`src/rtl/pb_ctrl_if.sv`:
```
// Pushbutton controller signal bundle.
// master: the side that drives the raw button and rider_off (board/bench).
// slave : pb_ctrl itself.
interface pb_ctrl_if;
    logic PB;
    logic rider_off;
    logic pressed;
    logic short_pulse;
    logic long_pulse;
    logic pwr_up;
    logic steer_en;
    logic pb_stuck;

    modport master (
        output PB, rider_off,
        input  pressed, short_pulse, long_pulse, pwr_up, steer_en, pb_stuck
    );

    modport slave (
        input  PB, rider_off,
        output pressed, short_pulse, long_pulse, pwr_up, steer_en, pb_stuck
    );
endinterface

```
`src/rtl/pb_ctrl.sv`:
```
// pb_ctrl: Segway pushbutton controller.
// Synchronizes and debounces the active-low PB pin, classifies presses as
// short or long, and sequences pwr_up (long press) and steer_en (short press
// while powered up).
// Optional feature macro: PB_STUCK_DET_EN -- flags a button held for
// STUCK_CYC clocks, drops both enables and discards that press.
module pb_ctrl #(
    parameter int DEB_CYC   = 50000,
    parameter int LONG_CYC  = 50000000,
    parameter int STUCK_CYC = 500000000
) (
    input logic      clk,
    input logic      rst_n,
    pb_ctrl_if.slave bus
);
    localparam int DW = $clog2(DEB_CYC);
    localparam int HW = $clog2(STUCK_CYC + 1);

    localparam logic [DW-1:0] DEB_LAST  = DW'(DEB_CYC - 1);
    localparam logic [HW-1:0] HOLD_LONG = HW'(LONG_CYC - 1);
`ifdef PB_STUCK_DET_EN
    localparam logic [HW-1:0] HOLD_STUCK = HW'(STUCK_CYC - 1);
    localparam logic [HW-1:0] HOLD_MAX   = HOLD_STUCK;
`else
    localparam logic [HW-1:0] HOLD_MAX   = HOLD_LONG;
`endif

    typedef enum logic [2:0] {IDLE, DEB_P, HELD, LONG, DEB_R} state_t;

    state_t        state;
    logic          s1, s2;
    logic [DW-1:0] deb_cnt;
    logic [HW-1:0] hold_cnt;
    logic [HW-1:0] hold_nxt;
    logic          kind_long;
    logic          pressed, short_pulse, long_pulse;
    logic          pwr_up, steer_en;
    logic          pwr_nxt;
    logic          stuck_hit;
`ifdef PB_STUCK_DET_EN
    logic          stuck;
`endif

    // Two-flop synchronizer; resets released so no phantom press out of reset.
    always_ff @(posedge clk or negedge rst_n) begin
        if (!rst_n) begin
            s1 <= 1'b1;
            s2 <= 1'b1;
        end else begin
            s1 <= bus.PB;
            s2 <= s1;
        end
    end

    // Saturating next hold count. hold_cnt counts HELD cycles inclusively,
    // so the long press fires on the edge where the count reaches LONG_CYC-1.
    always_comb begin
        hold_nxt = hold_cnt;
        if (hold_cnt != HOLD_MAX)
            hold_nxt = hold_cnt + HW'(1);
    end

`ifdef PB_STUCK_DET_EN
    // Stuck detection fires once, on the edge the LONG hold reaches STUCK_CYC-1.
    assign stuck_hit = (state == LONG) && !s2 && !stuck && (hold_nxt == HOLD_STUCK);
`else
    assign stuck_hit = 1'b0;
`endif

    // Debounce / press-classification FSM with registered pulse outputs.
    always_ff @(posedge clk or negedge rst_n) begin
        if (!rst_n) begin
            state       <= IDLE;
            deb_cnt     <= '0;
            hold_cnt    <= '0;
            kind_long   <= 1'b0;
            pressed     <= 1'b0;
            short_pulse <= 1'b0;
            long_pulse  <= 1'b0;
`ifdef PB_STUCK_DET_EN
            stuck       <= 1'b0;
`endif
        end else begin
            short_pulse <= 1'b0;
            long_pulse  <= 1'b0;
            case (state)
                IDLE: begin
                    if (!s2) begin
                        state   <= DEB_P;
                        deb_cnt <= '0;
                    end
                end
                DEB_P: begin
                    if (s2) begin
                        state <= IDLE;
                    end else if (deb_cnt == DEB_LAST) begin
                        state    <= HELD;
                        pressed  <= 1'b1;
                        hold_cnt <= '0;
                    end else begin
                        deb_cnt <= deb_cnt + DW'(1);
                    end
                end
                HELD: begin
                    if (s2) begin
                        state     <= DEB_R;
                        kind_long <= 1'b0;
                        deb_cnt   <= '0;
                    end else begin
                        hold_cnt <= hold_nxt;
                        if (hold_nxt == HOLD_LONG) begin
                            state      <= LONG;
                            long_pulse <= 1'b1;
                        end
                    end
                end
                LONG: begin
                    if (s2) begin
                        state     <= DEB_R;
                        kind_long <= 1'b1;
                        deb_cnt   <= '0;
                    end
`ifdef PB_STUCK_DET_EN
                    else if (!stuck) begin
                        hold_cnt <= hold_nxt;
                        if (stuck_hit)
                            stuck <= 1'b1;
                    end
`endif
                end
                DEB_R: begin
                    // A bounce back to pressed resumes the press; hold_cnt stays frozen.
                    if (!s2) begin
                        state <= kind_long ? LONG : HELD;
                    end else if (deb_cnt == DEB_LAST) begin
                        state       <= IDLE;
                        pressed     <= 1'b0;
                        short_pulse <= !kind_long;
`ifdef PB_STUCK_DET_EN
                        stuck       <= 1'b0;
`endif
                    end else begin
                        deb_cnt <= deb_cnt + DW'(1);
                    end
                end
                default: state <= IDLE;
            endcase
        end
    end

    // pwr_up toggles after a long_pulse cycle; a stuck button forces it off.
    assign pwr_nxt = stuck_hit ? 1'b0 : (pwr_up ^ long_pulse);

    // Enable sequencing: rider_off, then loss of power, then short-press toggle.
    always_ff @(posedge clk or negedge rst_n) begin
        if (!rst_n) begin
            pwr_up   <= 1'b0;
            steer_en <= 1'b0;
        end else begin
            pwr_up <= pwr_nxt;
            if (bus.rider_off)
                steer_en <= 1'b0;
            else if (!pwr_up || !pwr_nxt)
                steer_en <= 1'b0;
            else if (short_pulse)
                steer_en <= ~steer_en;
        end
    end

    assign bus.pressed     = pressed;
    assign bus.short_pulse = short_pulse;
    assign bus.long_pulse  = long_pulse;
    assign bus.pwr_up      = pwr_up;
    assign bus.steer_en    = steer_en;
`ifdef PB_STUCK_DET_EN
    assign bus.pb_stuck    = stuck;
`else
    assign bus.pb_stuck    = 1'b0;
`endif
endmodule

```
`src/flat_wrapper.sv`:
```
// flat-port wrapper written by rule: the top's interface ports become plain ports
module pb_ctrl_flat 
#(
    parameter int DEB_CYC   = 50000,
    parameter int LONG_CYC  = 50000000,
    parameter int STUCK_CYC = 500000000
)
  (clk, rst_n, bus_PB, bus_rider_off, bus_pressed, bus_short_pulse, bus_long_pulse, bus_pwr_up, bus_steer_en, bus_pb_stuck);
  pb_ctrl_if bus_i ();
  input logic clk;
  input logic rst_n;
  input wire logic [$bits(bus_i.PB)-1:0] bus_PB;
  input wire logic [$bits(bus_i.rider_off)-1:0] bus_rider_off;
  output wire logic [$bits(bus_i.pressed)-1:0] bus_pressed;
  output wire logic [$bits(bus_i.short_pulse)-1:0] bus_short_pulse;
  output wire logic [$bits(bus_i.long_pulse)-1:0] bus_long_pulse;
  output wire logic [$bits(bus_i.pwr_up)-1:0] bus_pwr_up;
  output wire logic [$bits(bus_i.steer_en)-1:0] bus_steer_en;
  output wire logic [$bits(bus_i.pb_stuck)-1:0] bus_pb_stuck;
  assign bus_i.PB = bus_PB;
  assign bus_i.rider_off = bus_rider_off;
  assign bus_pressed = bus_i.pressed;
  assign bus_short_pulse = bus_i.short_pulse;
  assign bus_long_pulse = bus_i.long_pulse;
  assign bus_pwr_up = bus_i.pwr_up;
  assign bus_steer_en = bus_i.steer_en;
  assign bus_pb_stuck = bus_i.pb_stuck;
  pb_ctrl #(.DEB_CYC(DEB_CYC), .LONG_CYC(LONG_CYC), .STUCK_CYC(STUCK_CYC)) u_core (.clk(clk), .rst_n(rst_n), .bus(bus_i));
endmodule
```
`config.mk`:
```
export PLATFORM = sky130hd
export DESIGN_NAME = pb_ctrl_flat
export DESIGN_NICKNAME = d
export VERILOG_FILES = /design/src/rtl/pb_ctrl_if.sv /design/src/rtl/pb_ctrl.sv /design/src/flat_wrapper.sv
export SDC_FILE = /design/constraint.sdc
export NUM_CORES = 1
export LEC_CHECK = 0
export ABC_CLOCK_PERIOD_IN_PS = 2600
export CORE_MARGIN = 3
export CORE_UTILIZATION = 35
export CTS_CLUSTER_DIAMETER = 200
export DETAILED_ROUTE_END_ITERATION = 8
export DONT_BUFFER_PORTS = 1
export GPL_TIMING_DRIVEN = 0
export SLEW_MARGIN = 15
export SYNTH_ARGS = -nofsm -noshare
export SYNTH_HDL_FRONTEND = slang
export SYNTH_SLANG_ARGS = --single-unit
```
`constraint.sdc`:
```
create_clock -name clk -period 2.6 [get_ports clk]
set_input_delay 0.39 -clock clk [delete_from_list [all_inputs] [get_ports clk]]
set_output_delay 0.39 -clock clk [all_outputs]
set_load 0.01 [all_outputs]
```
==> results.txt <==
The part of the Yosys area used for sequential elements came out at 40.2%. The final period demand of the worst path came out at 2460 ps. Across all register-to-register paths, the minimum setup slack is 140 ps. The synthesized netlist occupies a cell area of 3500 um^2. Clock tree synthesis selected as its root buffer the cell sky130_fd_sc_hd__clkbuf_8. The Yosys step of the flow raised 0 warnings. Setup repair after global routing left no endpoint under its margin. The count of filler cells inserted in the layout is 973. The clock net sink count is 56.

Pin placement for this block handled 10 I/O pins. The worst slack at placement came out at -367 ps. TritonCTS built the clock tree. For this run the aggregate overflow at the end of global routing stands at 0. The most instantiated flip-flop cell in the synthesis netlist is sky130_fd_sc_hd__dfrtp_1. Measured against its own limit, the worst slew margin works out to 61.5%. The count of unique library cells instantiated by Yosys is 62. The count of final hold-check violations came out at 0. The layout overhead on the synthesized area came out at 13.6%. The HPWL reported at the end of detailed placement is just under 6000 um. The routed layout has around 3,000 vias. The instance area after placement came out at 3660 um^2.

The data arrival at the endpoint of the critical path came out at 2670 ps. The run finished with clean final reports. The maximum level of the CTS H-tree came out at 2. The total of endpoints with negative setup slack in the final report is 0.

The actual slew at the worst max-slew pin came out at a little under 600 ps. The required time at the worst-slack endpoint is between 2000 and 3000 ps. The placer congestion estimate came out at 0.909. The worst setup path is captured at a register.

The detail-routed via count per cell came out at 5.48. The die extent in y came out at 106 um. The post-route antenna net violation count is 0. The top cell type by area accounts for 38.7% of the synthesized area. The largest buffer count on any clock path came out at 2. The mean routed wirelength per cell is 15.0 um. The finished cells cover 3970 um^2.

By count the netlist is led by sky130_fd_sc_hd__dfrtp_1, sky130_fd_sc_hd__nor2_1, sky130_fd_sc_hd__o21ai_0, sky130_fd_sc_hd__nand2_1. The overall die width came out at 106 um. Across the run, the number of max-cap violations was 0.

The ratio of final minimum period to clock period came out at 94.6%. The final worst clock skew came out at 10.6 ps. The effective utilization at floorplan came out at 37.0%. The max-slew violation total from the final report is 0.

The worst setup path is of the register to register kind. The min-delay analysis places its worst path in the category input pin to register. The first global-routing pass estimated 14,400 um of wire. The count of unresolved DRC violations after routing came out at 0.

The share of layout cells above drive strength 1 is 15.6%. In the post-synthesis netlist, the biggest area contributors are sky130_fd_sc_hd__dfrtp_1, sky130_fd_sc_hd__nor2_1, sky130_fd_sc_hd__o21ai_0, sky130_fd_sc_hd__xnor2_1, sky130_fd_sc_hd__nand4_1. The static power due to leakage is 1.58 nW.

Counting flops with an async set or reset pin after synthesis yields a share of 100%. VDD sags by at most 0.319 mV. The total power divided by cell area came out at a little under 400 nW/um^2.

The worst-case setup margin in the final layout is 140 ps. The number of flops mapped to enable cells by yosys is 0. The first-iteration detailed-routing DRC count is 223. The utilization after layout came out at 42.0%. The number of standard cells after synthesis came out at 406. After the last flow step, the layout net total stands at roughly 430. The final antenna diode count is 0.

Counting the buffers created by CTS gives 5. The flip-flop and latch count after synthesis came out at 56. The maximum fanout along the worst path came out at 8. The clock input transition at the sequential cells of the worst setup and hold paths came out at 100 ps. The type of element launching the critical path is a register. The number of buffer cells added on primary ports came out at 0. The clock latency reported for the late side of the worst-skew pair came out at 310 ps. The combined area of the multi-input logic cells came out at about 2000 um^2.

The largest net degree at the start of global routing came out at 57. The all-layer global routing usage came out at around 16%. The average cell area after synthesis came out at 8.61 um^2. The site row count came out at 35. The die covers 11,200 um^2. Timing would allow up to 0.407 GHz. The number of antenna violations at the first check in global routing is 0. The largest area contributor in the synthesized netlist is sky130_fd_sc_hd__dfrtp_1. The area of the core came out at 9460 um^2. The register area came out at 1410 um^2. The post-synth net total came out at about 410.

The pre-antenna-repair detailed-routing pass consisted of 5 iterations. The overall routed net length came out at 8300 um. The via count of the first global-routing pass came out at between 2,000 and 3,000.
## report_power, final
group / leakage, nW / switching (mW) / internal [mW] / total (mW)
clock: 0.0614 / 0.289 / 0.315 / 0.605
combinational: 0.749 / 0.0404 / 0.0193 / 0.0597
sequential: 0.770 / 0.00721 / 0.879 / 0.886
total: 1.58 / 0.337 / 1.21 / 1.55
## per-layer routing
layer  wire [um]  vias up  GRT usage (%)
met4          93        0           3.98
met2        3690       76           23.9
met5           0        -              0
met1        4120     1436           23.3
met3         396        8           2.37
li1            -     1504              -
## sequential cells by signal (all words and copies together), names as in the netlist
name,count
u_core.bus.pwr_up,1
u_core.bus.steer_en,1
u_core.state,3
u_core.bus.long_pulse,1
u_core.hold_cnt,29
u_core.bus.pressed,1
u_core.deb_cnt,16
u_core.s1,1
u_core.kind_long,1
u_core.bus.short_pulse,1
u_core.s2,1
## layout make-up
cell class | instances | share of cell area, %
inverters | 10 | 0.945
flip-flops and latches | 56 | 35.4
multi-input cells | 310 | 49.8
clock buffers | 6 | 2.08
repair buffers | 10 | 2.46
well taps | 129 | 4.06
clock inverters | 2 | 0.976
plain buffers | 29 | 4.35
## final timing paths
check	depth (start not counted)	startpoint	to
min in group asynchronous	2	rst_n	u_core.deb_cnt[9]$_DFFE_PN0P_
min	0	bus_PB	u_core.s1$_DFF_PN1_
max in group asynchronous	2	rst_n	u_core.s1$_DFF_PN1_
max reg2reg	11	u_core.hold_cnt[1]$_DFFE_PN0P_	u_core.state[0]$_DFFE_PN0P_
min reg2reg	0	u_core.s1$_DFF_PN1_	u_core.s2$_DFF_PN1_
max	11	u_core.hold_cnt[1]$_DFFE_PN0P_	u_core.state[0]$_DFFE_PN0P_
## cells by family after synthesis
kind of cell,Yosys count,synth area share [%]
AOI/OAI and AO/OA,99,17.3
other,1,0.107
and+or+nand+nor,180,28.3
xor gates and xnor gates,23,5.76
adders and majority gates,4,1.36
buffers and inverters,40,6.05
DFF,56,40.2
muxes,3,0.966
## placed cells by master, fill, tap and decap left out, types with 4 or more instances in the layout
| master | count |
|---|---|
| sky130_fd_sc_hd__a21oi_1 | 19 |
| sky130_fd_sc_hd__a31oi_1 | 10 |
| sky130_fd_sc_hd__and3_1 | 4 |
| sky130_fd_sc_hd__buf_2 | 4 |
| sky130_fd_sc_hd__buf_4 | 13 |
| sky130_fd_sc_hd__buf_6 | 4 |
| sky130_fd_sc_hd__clkbuf_1 | 9 |
| sky130_fd_sc_hd__clkbuf_2 | 4 |
| sky130_fd_sc_hd__clkbuf_8 | 6 |
| sky130_fd_sc_hd__dfrtp_1 | 53 |
| sky130_fd_sc_hd__inv_1 | 10 |
| sky130_fd_sc_hd__nand2_1 | 28 |
| sky130_fd_sc_hd__nand3_1 | 17 |
| sky130_fd_sc_hd__nand4_1 | 17 |
| sky130_fd_sc_hd__nor2_1 | 52 |
| sky130_fd_sc_hd__nor3_1 | 12 |
| sky130_fd_sc_hd__o21ai_0 | 40 |
| sky130_fd_sc_hd__o31ai_1 | 9 |
| sky130_fd_sc_hd__or3_1 | 9 |
| sky130_fd_sc_hd__xnor2_1 | 19 |
| sky130_fd_sc_hd__xor2_1 | 4 |
## timing repair
item / 4_1_cts / 5_1_grt
resized for setup: 9 / 15
pin swaps: 1 / 6
hold buffers: 2 / 0
buffers inserted: 2 / 6
endpoints found under the hold margin: 56 / 0
endpoints found under the setup margin: 16 / 37
## metrics by stage
stage / hold slack, ps / total power [mW] / instances / TNS, ps
2_1_floorplan: 94.4 / 0.930 / 406 / 0
3_3_place_gp: 98.8 / 0.938 / 535 / -1580
3_5_place_dp: 99.0 / 0.939 / 535 / -1880
4_1_cts: 47.2 / 1.58 / 547 / 0
5_1_grt: 39.0 / 1.62 / 552 / 0
6_report: 59.1 / 1.55 / 552 / 0
## critical path, cell delays in order, from the launching register on
cell,delay [ps]
sky130_fd_sc_hd__dfrtp_1,390
sky130_fd_sc_hd__buf_4,120
sky130_fd_sc_hd__buf_4,110
sky130_fd_sc_hd__and2_1,120
sky130_fd_sc_hd__buf_2,150
sky130_fd_sc_hd__nor2b_1,130
sky130_fd_sc_hd__clkbuf_1,360
sky130_fd_sc_hd__xnor2_1,170
sky130_fd_sc_hd__nand4_1,100
sky130_fd_sc_hd__o21ai_0,130
sky130_fd_sc_hd__nand3_1,230
sky130_fd_sc_hd__o41ai_2,350
(Power assumes the default switching activity.)
